<file path="src/rtl/mem_refill_arbiter.sv">
// Main-memory line-read arbiter shared by the IC and DC refill engines.
// One refill is in flight at a time. When both caches miss together, a
// round-robin pointer picks the winner. A refill ends when memory answers
// or when the timeout expires, and every output comes straight from a flop.
//
// state | meaning
// IDLE  | no refill in flight; arbitrate pending requests
// BUSY  | refill owned by owner_dc_q; waiting for mem_read_valid_i or timeout
module mem_refill_arbiter #(
  parameter int LineSize       = 128,
  parameter int ByteOffsetBits = 4,
  parameter int TimeoutCycles  = 256
) (
  input  logic                clk_i,
  input  logic                rst_i,
  input  logic [31:0]         ic_addr_i,
  input  logic                ic_read_en_i,
  output logic                ic_read_valid_o,
  output logic [LineSize-1:0] ic_read_data_o,
  output logic                ic_err_o,
  input  logic [31:0]         dc_addr_i,
  input  logic                dc_read_en_i,
  output logic                dc_read_valid_o,
  output logic [LineSize-1:0] dc_read_data_o,
  output logic                dc_err_o,
  output logic [31:0]         mem_addr_o,
  output logic                mem_read_en_o,
  input  logic                mem_read_valid_i,
  input  logic [LineSize-1:0] mem_read_data_i
);

  localparam int              CntW      = $clog2(TimeoutCycles) + 1;
  // The timer counts down from TimeoutCycles-1. Terminal count 0 falls on the
  // TimeoutCycles-th BUSY edge after the grant.
  localparam logic [CntW-1:0] CntLoad   = CntW'(TimeoutCycles - 1);
  localparam logic [31:0]     AlignMask = ~((32'd1 << ByteOffsetBits) - 32'd1);

  typedef enum logic {IDLE, BUSY} state_e;

  state_e              state_q, state_d;
  logic                owner_dc_q, owner_dc_d;
  logic                fav_dc_q, fav_dc_d;
  logic [CntW-1:0]     cnt_q, cnt_d;
  logic [31:0]         mem_addr_q, mem_addr_d;
  logic                mem_en_q, mem_en_d;
  logic [LineSize-1:0] ic_data_q, ic_data_d, dc_data_q, dc_data_d;
  logic                ic_valid_q, ic_valid_d, ic_err_q, ic_err_d;
  logic                dc_valid_q, dc_valid_d, dc_err_q, dc_err_d;
  logic                grant_dc;

  // Next-state, arbitration and registered-output computation
  always_comb begin
    state_d    = state_q;
    owner_dc_d = owner_dc_q;
    fav_dc_d   = fav_dc_q;
    cnt_d      = cnt_q;
    mem_addr_d = mem_addr_q;
    mem_en_d   = mem_en_q;
    ic_data_d  = ic_data_q;
    dc_data_d  = dc_data_q;
    ic_valid_d = 1'b0;
    ic_err_d   = 1'b0;
    dc_valid_d = 1'b0;
    dc_err_d   = 1'b0;
    grant_dc   = 1'b0;
    case (state_q)
      IDLE: begin
        if (ic_read_en_i || dc_read_en_i) begin
          grant_dc = dc_read_en_i && (!ic_read_en_i || fav_dc_q);
          // The pointer only moves when there was a real contention.
          if (ic_read_en_i && dc_read_en_i) fav_dc_d = ~fav_dc_q;
          owner_dc_d = grant_dc;
          mem_addr_d = (grant_dc ? dc_addr_i : ic_addr_i) & AlignMask;
          mem_en_d   = 1'b1;
          cnt_d      = CntLoad;
          state_d    = BUSY;
        end
      end
      BUSY: begin
        if (mem_read_valid_i) begin
          if (owner_dc_q) begin
            dc_data_d  = mem_read_data_i;
            dc_valid_d = 1'b1;
          end else begin
            ic_data_d  = mem_read_data_i;
            ic_valid_d = 1'b1;
          end
          mem_en_d = 1'b0;
          state_d  = IDLE;
        end else if (cnt_q == '0) begin
          if (owner_dc_q) dc_err_d = 1'b1;
          else            ic_err_d = 1'b1;
          mem_en_d = 1'b0;
          state_d  = IDLE;
        end else begin
          cnt_d = cnt_q - 1'b1;
        end
      end
      default: state_d = IDLE;
    endcase
  end

  // State and output registers with synchronous reset
  always_ff @(posedge clk_i) begin
    if (rst_i) begin
      state_q    <= IDLE;
      owner_dc_q <= 1'b0;
      fav_dc_q   <= 1'b0;
      cnt_q      <= '0;
      mem_addr_q <= '0;
      mem_en_q   <= 1'b0;
      ic_data_q  <= '0;
      dc_data_q  <= '0;
      ic_valid_q <= 1'b0;
      ic_err_q   <= 1'b0;
      dc_valid_q <= 1'b0;
      dc_err_q   <= 1'b0;
    end else begin
      state_q    <= state_d;
      owner_dc_q <= owner_dc_d;
      fav_dc_q   <= fav_dc_d;
      cnt_q      <= cnt_d;
      mem_addr_q <= mem_addr_d;
      mem_en_q   <= mem_en_d;
      ic_data_q  <= ic_data_d;
      dc_data_q  <= dc_data_d;
      ic_valid_q <= ic_valid_d;
      ic_err_q   <= ic_err_d;
      dc_valid_q <= dc_valid_d;
      dc_err_q   <= dc_err_d;
    end
  end

  assign ic_read_valid_o = ic_valid_q;
  assign ic_read_data_o  = ic_data_q;
  assign ic_err_o        = ic_err_q;
  assign dc_read_valid_o = dc_valid_q;
  assign dc_read_data_o  = dc_data_q;
  assign dc_err_o        = dc_err_q;
  assign mem_addr_o      = mem_addr_q;
  assign mem_read_en_o   = mem_en_q;

endmodule

</file>
<file path="config.mk">
export PLATFORM = sky130hd
export DESIGN_NAME = mem_refill_arbiter
export DESIGN_NICKNAME = d
export VERILOG_FILES = /design/src/rtl/mem_refill_arbiter.sv
export SDC_FILE = /design/constraint.sdc
export NUM_CORES = 1
export LEC_CHECK = 0
export CAP_MARGIN = 20
export CORE_AREA = 2 2 191 193
export CTS_CLUSTER_DIAMETER = 120
export CTS_CLUSTER_SIZE = 10
export DETAILED_ROUTE_END_ITERATION = 10
export DIE_AREA = 0 0 193 195
export GPL_ROUTABILITY_DRIVEN = 0
export HOLD_SLACK_MARGIN = 0.15
export SYNTH_ARGS = -nofsm -noshare
export SYNTH_HDL_FRONTEND = slang
export SYNTH_SLANG_ARGS = --single-unit
</file>
<file path="constraint.sdc">
create_clock -name clk_i -period 1.8 [get_ports clk_i]
set_clock_uncertainty 0.05 [all_clocks]
set_input_delay 0.18 -clock clk_i [delete_from_list [all_inputs] [get_ports clk_i]]
set_output_delay 0.18 -clock clk_i [all_outputs]
set_load 0.05 [all_outputs]
</file>
=== After elaboration in Yosys (flattened, before gate mapping) ===
Index checks and enable logic that the tools add are counted.

* Add/subtract/negate cells: 1
* $mul: 0
* Div/mod/pow operators: 0
* Order comparisons: 0
* Equal/unequal tests: 4
* Shifts and indexed selects: 0
* Multiplexer cells: 15
* Bitwise logic cells: 5
* Reduce and logical (&&, ||, !) cells: 14

{| class="wikitable"
|+ Operator list
! operator !! count
|-
| $mux W32 || 1
|-
| $mux W9 || 3
|-
| $pmux W9 S2 || 1
|-
| $reduce_and A3 Y1 || 4
|-
| $logic_not A9 Y1 || 1
|-
| $sub A9 B1 Y9 const B || 1
|-
| $mux W1 || 8
|-
| $ne A2 B2 Y1 const B || 3
|-
| $not A1 Y1 || 5
|-
| $pmux W1 S2 || 2
|-
| $reduce_and A2 Y1 || 2
|-
| $reduce_or A4 Y1 || 1
|-
| $ne A3 B2 Y1 const B || 1
|-
| $reduce_or A3 Y1 || 1
|-
| $logic_and A1 B1 Y1 || 2
|-
| $logic_or A1 B1 Y1 || 2
|-
| $logic_not A1 Y1 || 1
|}

* Bits in registers: 301
* Latch bits: 0
* RAM bits: 0
* Bits in read-only memories: 0
* Bits of input ports: 197
* Output and inout bits: 293
* Logic and storage cells: 51
* Memories kept: 0

=== Logic depth before layout (Yosys ltp) ===
* Depth in word-level cells: 4
* Depth in mapped cells: 7
* Depth with buffers taken out: 6

=== Least setup slack after synthesis ===
OpenSTA, ideal clock, no wires.

* Path kind: reg-to-reg
* Start: register cnt_q[0]
* End: register cnt_q[7]
* Library setup time: 115 ps
* Arrival: 1489 ps
* Required time: 1635 ps
* Path slack: 146 ps
* Stages on the path, launching flop included: 7
* Buffers on the path: 0
* Clock period less this slack: 1654 ps
* Cells stage by stage: dfxtp_1 > inv_1 > ha_1 > nor3b_2 > a31oi_4 > or3_1 > and3_1

* Cells in the longest elaborated chain, start to end: 4
* Elaborated cells between the ends (all ways): 7
* Classes of those cells: 1 x add/sub; 1 x eq/ne; 3 x mux; 2 x reduce/logical

{| class="wikitable"
|+ Ends and longest elaborated chain
! element !! RTL line !! text
|-
| start, declared || 43 || <nowiki>logic [CntW-1:0] cnt_q, cnt_d;</nowiki>
|-
| start signal, assigned || 122 || <nowiki>cnt_q <= cnt_d;</nowiki>
|-
| $sub A9 B1 Y9 || 96 || <nowiki>cnt_d = cnt_q - 1'b1;</nowiki>
|-
| $mux W9 || 90 || <nowiki>end else if (cnt_q == '0) begin</nowiki>
|-
| $mux W9 || 80 || <nowiki>if (mem_read_valid_i) begin</nowiki>
|-
| $pmux W9 S2 || 66 || <nowiki>case (state_q)</nowiki>
|}

Parallel ways exist; a longest one is shown, timed or not. The select of a mux whose other input is x is not followed.
A chain may end at the register's enable or synchronous reset.

=== Final worst setup path ===
* Start: register cnt_q[1]
* End: register cnt_q[7]

The elaborated chain is that of the path after synthesis.

==> impl_metrics.toml <==
[synth]
synth-seq-cells = 301
synth_ff_type = "dfxtp_1"
synth_edf_count = 0
ys_types = 41
syn_inst = 1328
syn_area_per_cell_um2 = 8.09
yosysWarnings = 0
syn-cell-area_um2 = 10700
yosysSeqAreaShare_pct = 56.1
synthArstFlopShare_pct = 0

[timing]
slew_headroom_pct = 64.1
fin_ws_ns = 0.0763
fmax_mhz = 580
finalHoldViolCount = 0
post-route-min-period_ns = 1.72
drv_slew = 0
setup_viol = 0
hold_ws_ns = 0.207
tightest_slew_ns = 0.540
min_period_over_period_pct = 95.8
finalSetupTns_ns = 0

[drt]
ant_nets = 0
remaining_drc_errors = 0
vias = 10504
first_pass_iters = 5
wirelength_mm = 36.6
vias_per_cell = 4.65
wl_per_cell_um = 16.2
drt_iter0_markers = 489

[critical_path]
start_kind = "flip-flop"
rrSetupSlack_ns = 0.08
endpoint_kind = "flip-flop"
reg2reg_to = "cnt_q[7]$_SDFFE_PP0P_"
cp.required_ns = 2.14
path_class = "flip-flop to flip-flop"
worstPathMaxFanout = 7
rr_worst_depth = 6
cp.arrival_ns = 2.07
r2r-start = "cnt_q[1]$_SDFFE_PP0P_"

[floorplanning]
io_pins = 490
core-area_um2 = 35400
die_h_um = 195
dieArea_um2 = 37600
dieWidth_um = 193
start_util_pct = 30.4
rows = 69

[layout]
drive_gt1_share_pct = 10.4
fin_nets = 1994
areaGrowthSynthToFinish_pct = 57.6
final_cell_mix = "nand2_1 (515), dfxtp_1 (301), a21oi_1 (258), dlygate4sd2_1 (213), clkdlybuf4s50_1 (187)"
final_common_cell = "nand2_1"
antennaDiodeCount = 0
fillers = 3535

[hold_path]
worstHoldPathCells = 3
hold_path.class = "primary input to flip-flop"
hp-start = "mem_read_data_i[32]"
hold_path_end = "ic_read_data_o[32]$_SDFFE_PP0P_"

[clock_tree]
clkSinkCount = 301
cts_inserted_buffers = 36
clk_path_buf_depth = 3
clk_transition_reported_paths_ns = 0.06
root_buffer = "clkbuf_16"
clkLatencyLatePin_ns = 0.49
cts_max_level = 2
cts_tree = "yes"

[global_routing]
grt_antenna_before_repair = 0
track_usage_pct = 18.6
grt_pass1_wl_mm = 55.8
grt_pass1_vias = 10179
grt_start_max_net_pins = 57
grt_overflow = 0

[power_and_ir_drop]
p_sw_share_pct = 27.5
p_leak_nw = 7.22
pwr-share-comb_pct = 16.5
ir_worst_vdd_v = 0.000659
switching_power_mw = 4.38
pwr-share-seq_pct = 44.4
clkPwrFrac_pct = 39.1
power.density_nw_per_um2 = 940
intPower_mw = 11.5

[outcome]
outcome = "completed"

[placed_design]
dpl.hpwl_mm = 25.7
port-buffer-count = 477
place_ws_ns = -0.0384

[run]
drv_cap = 0
[metrics by stage]
stage / util, % / instance area [um^2] / cells / power, mW
CTS: 47.7 / 16900 / 2254 / 16.2
global route: 47.8 / 16900 / 2258 / 16.6
finish: 47.8 / 16900 / 2258 / 15.9
floorplan: - / 10800 / 1331 / 8.70
global placement: 45.7 / 16200 / 2214 / 9.94
detailed placement: 45.7 / 16200 / 2214 / 9.96
[flip-flops by register name (all words and copies together), names as in the netlist, 9 cells and up]
| register | flops |
|---|---|
| dc_read_data_o | 128 |
| cnt_q | 9 |
| mem_addr_o | 28 |
| ic_read_data_o | 128 |
[power by group through the flow]
stage                     logic (mW)  clock network, mW  registers (mW)
final                           2.63               6.22            7.07
after global routing            2.80               6.67            7.10
after CTS                       2.64               6.44            7.07
after detailed placement        2.75                  0            7.21
after global placement          2.73                  0            7.20
after floorplan                0.705                  0            7.99
[critical path, stage by stage (launching register included)]
cell and delay [ns]:
dfxtp_1 0.33, inv_1 0.07, ha_2 0.18, nor3b_4 0.28, a31oi_4 0.19, or3_1 0.37, and3_1 0.16
[worst max path at each step]
stage	from	cells after the start	to	slack [ns]
global placement	mem_read_valid_i	5	cnt_q[5]$_SDFFE_PP0P_	-0.005
floorplan	cnt_q[0]$_SDFFE_PP0P_	6	cnt_q[7]$_SDFFE_PP0P_	0.15
detailed placement	mem_read_valid_i	5	cnt_q[5]$_SDFFE_PP0P_	-0.04
finish	cnt_q[1]$_SDFFE_PP0P_	6	cnt_q[7]$_SDFFE_PP0P_	0.08
CTS	cnt_q[0]$_SDFFE_PP0P_	6	cnt_q[5]$_SDFFE_PP0P_	0.003
global route	cnt_q[1]$_SDFFE_PP0P_	7	cnt_q[3]$_SDFFE_PP0P_	-0.03
[cell usage after synthesis (4+ instances only)]
library cell | instances | area, um^2
a211oi_1 | 30 | 225
nor4_1 | 4 | 25.0
inv_1 | 5 | 18.8
clkbuf_1 | 59 | 221
buf_4 | 6 | 45.0
dfxtp_1 | 301 | 6030
buf_1 | 8 | 30.0
nand2_1 | 515 | 1930
nor2_1 | 41 | 154
a21oi_1 | 258 | 1290
nor3_1 | 5 | 25.0
buf_2 | 31 | 155
mux2i_1 | 28 | 280
[routing by layer]
layer	GRT usage (%)	vias to the layer above	routed length [um]
li1	-	5265	-
met1	21.6	4840	14400
met2	32.2	322	18100
met3	4.58	77	2620
met4	7.69	0	1480
met5	0	-	0
[logic make-up (layout without fill, tap and decap cells)]
kind of cell    Yosys count  in the layout  share of synthesized area, %
buf+inv                 110            575                          4.48
mux                      28             28                          2.61
simple gates            584            584                          21.2
fa+ha+maj                 1              1                         0.116
compound gates          303            304                          15.4
flops                   301            301                          56.1
other cells               1              4                        0.0349
[area by class of cell]
cell class	instances	area, um^2	share of cell area, %
inverter	5	18.8	0.111
clock buffer	38	930	5.49
sequential	301	6030	35.6
tap	461	577	3.41
timing repair buffer	531	5030	29.7
clock inverter	1	8.76	0.0517
multi-input combinational	921	4340	25.6
[timing repair]
item,CTS,global route
setup endpoints to repair,215,5
gates cloned,0,1
hold buffers,1,0
hold endpoints to repair,40,0
pin swaps,0,3
buffers inserted,0,3
resized for setup,214,3
(Power assumes the default switching activity.)
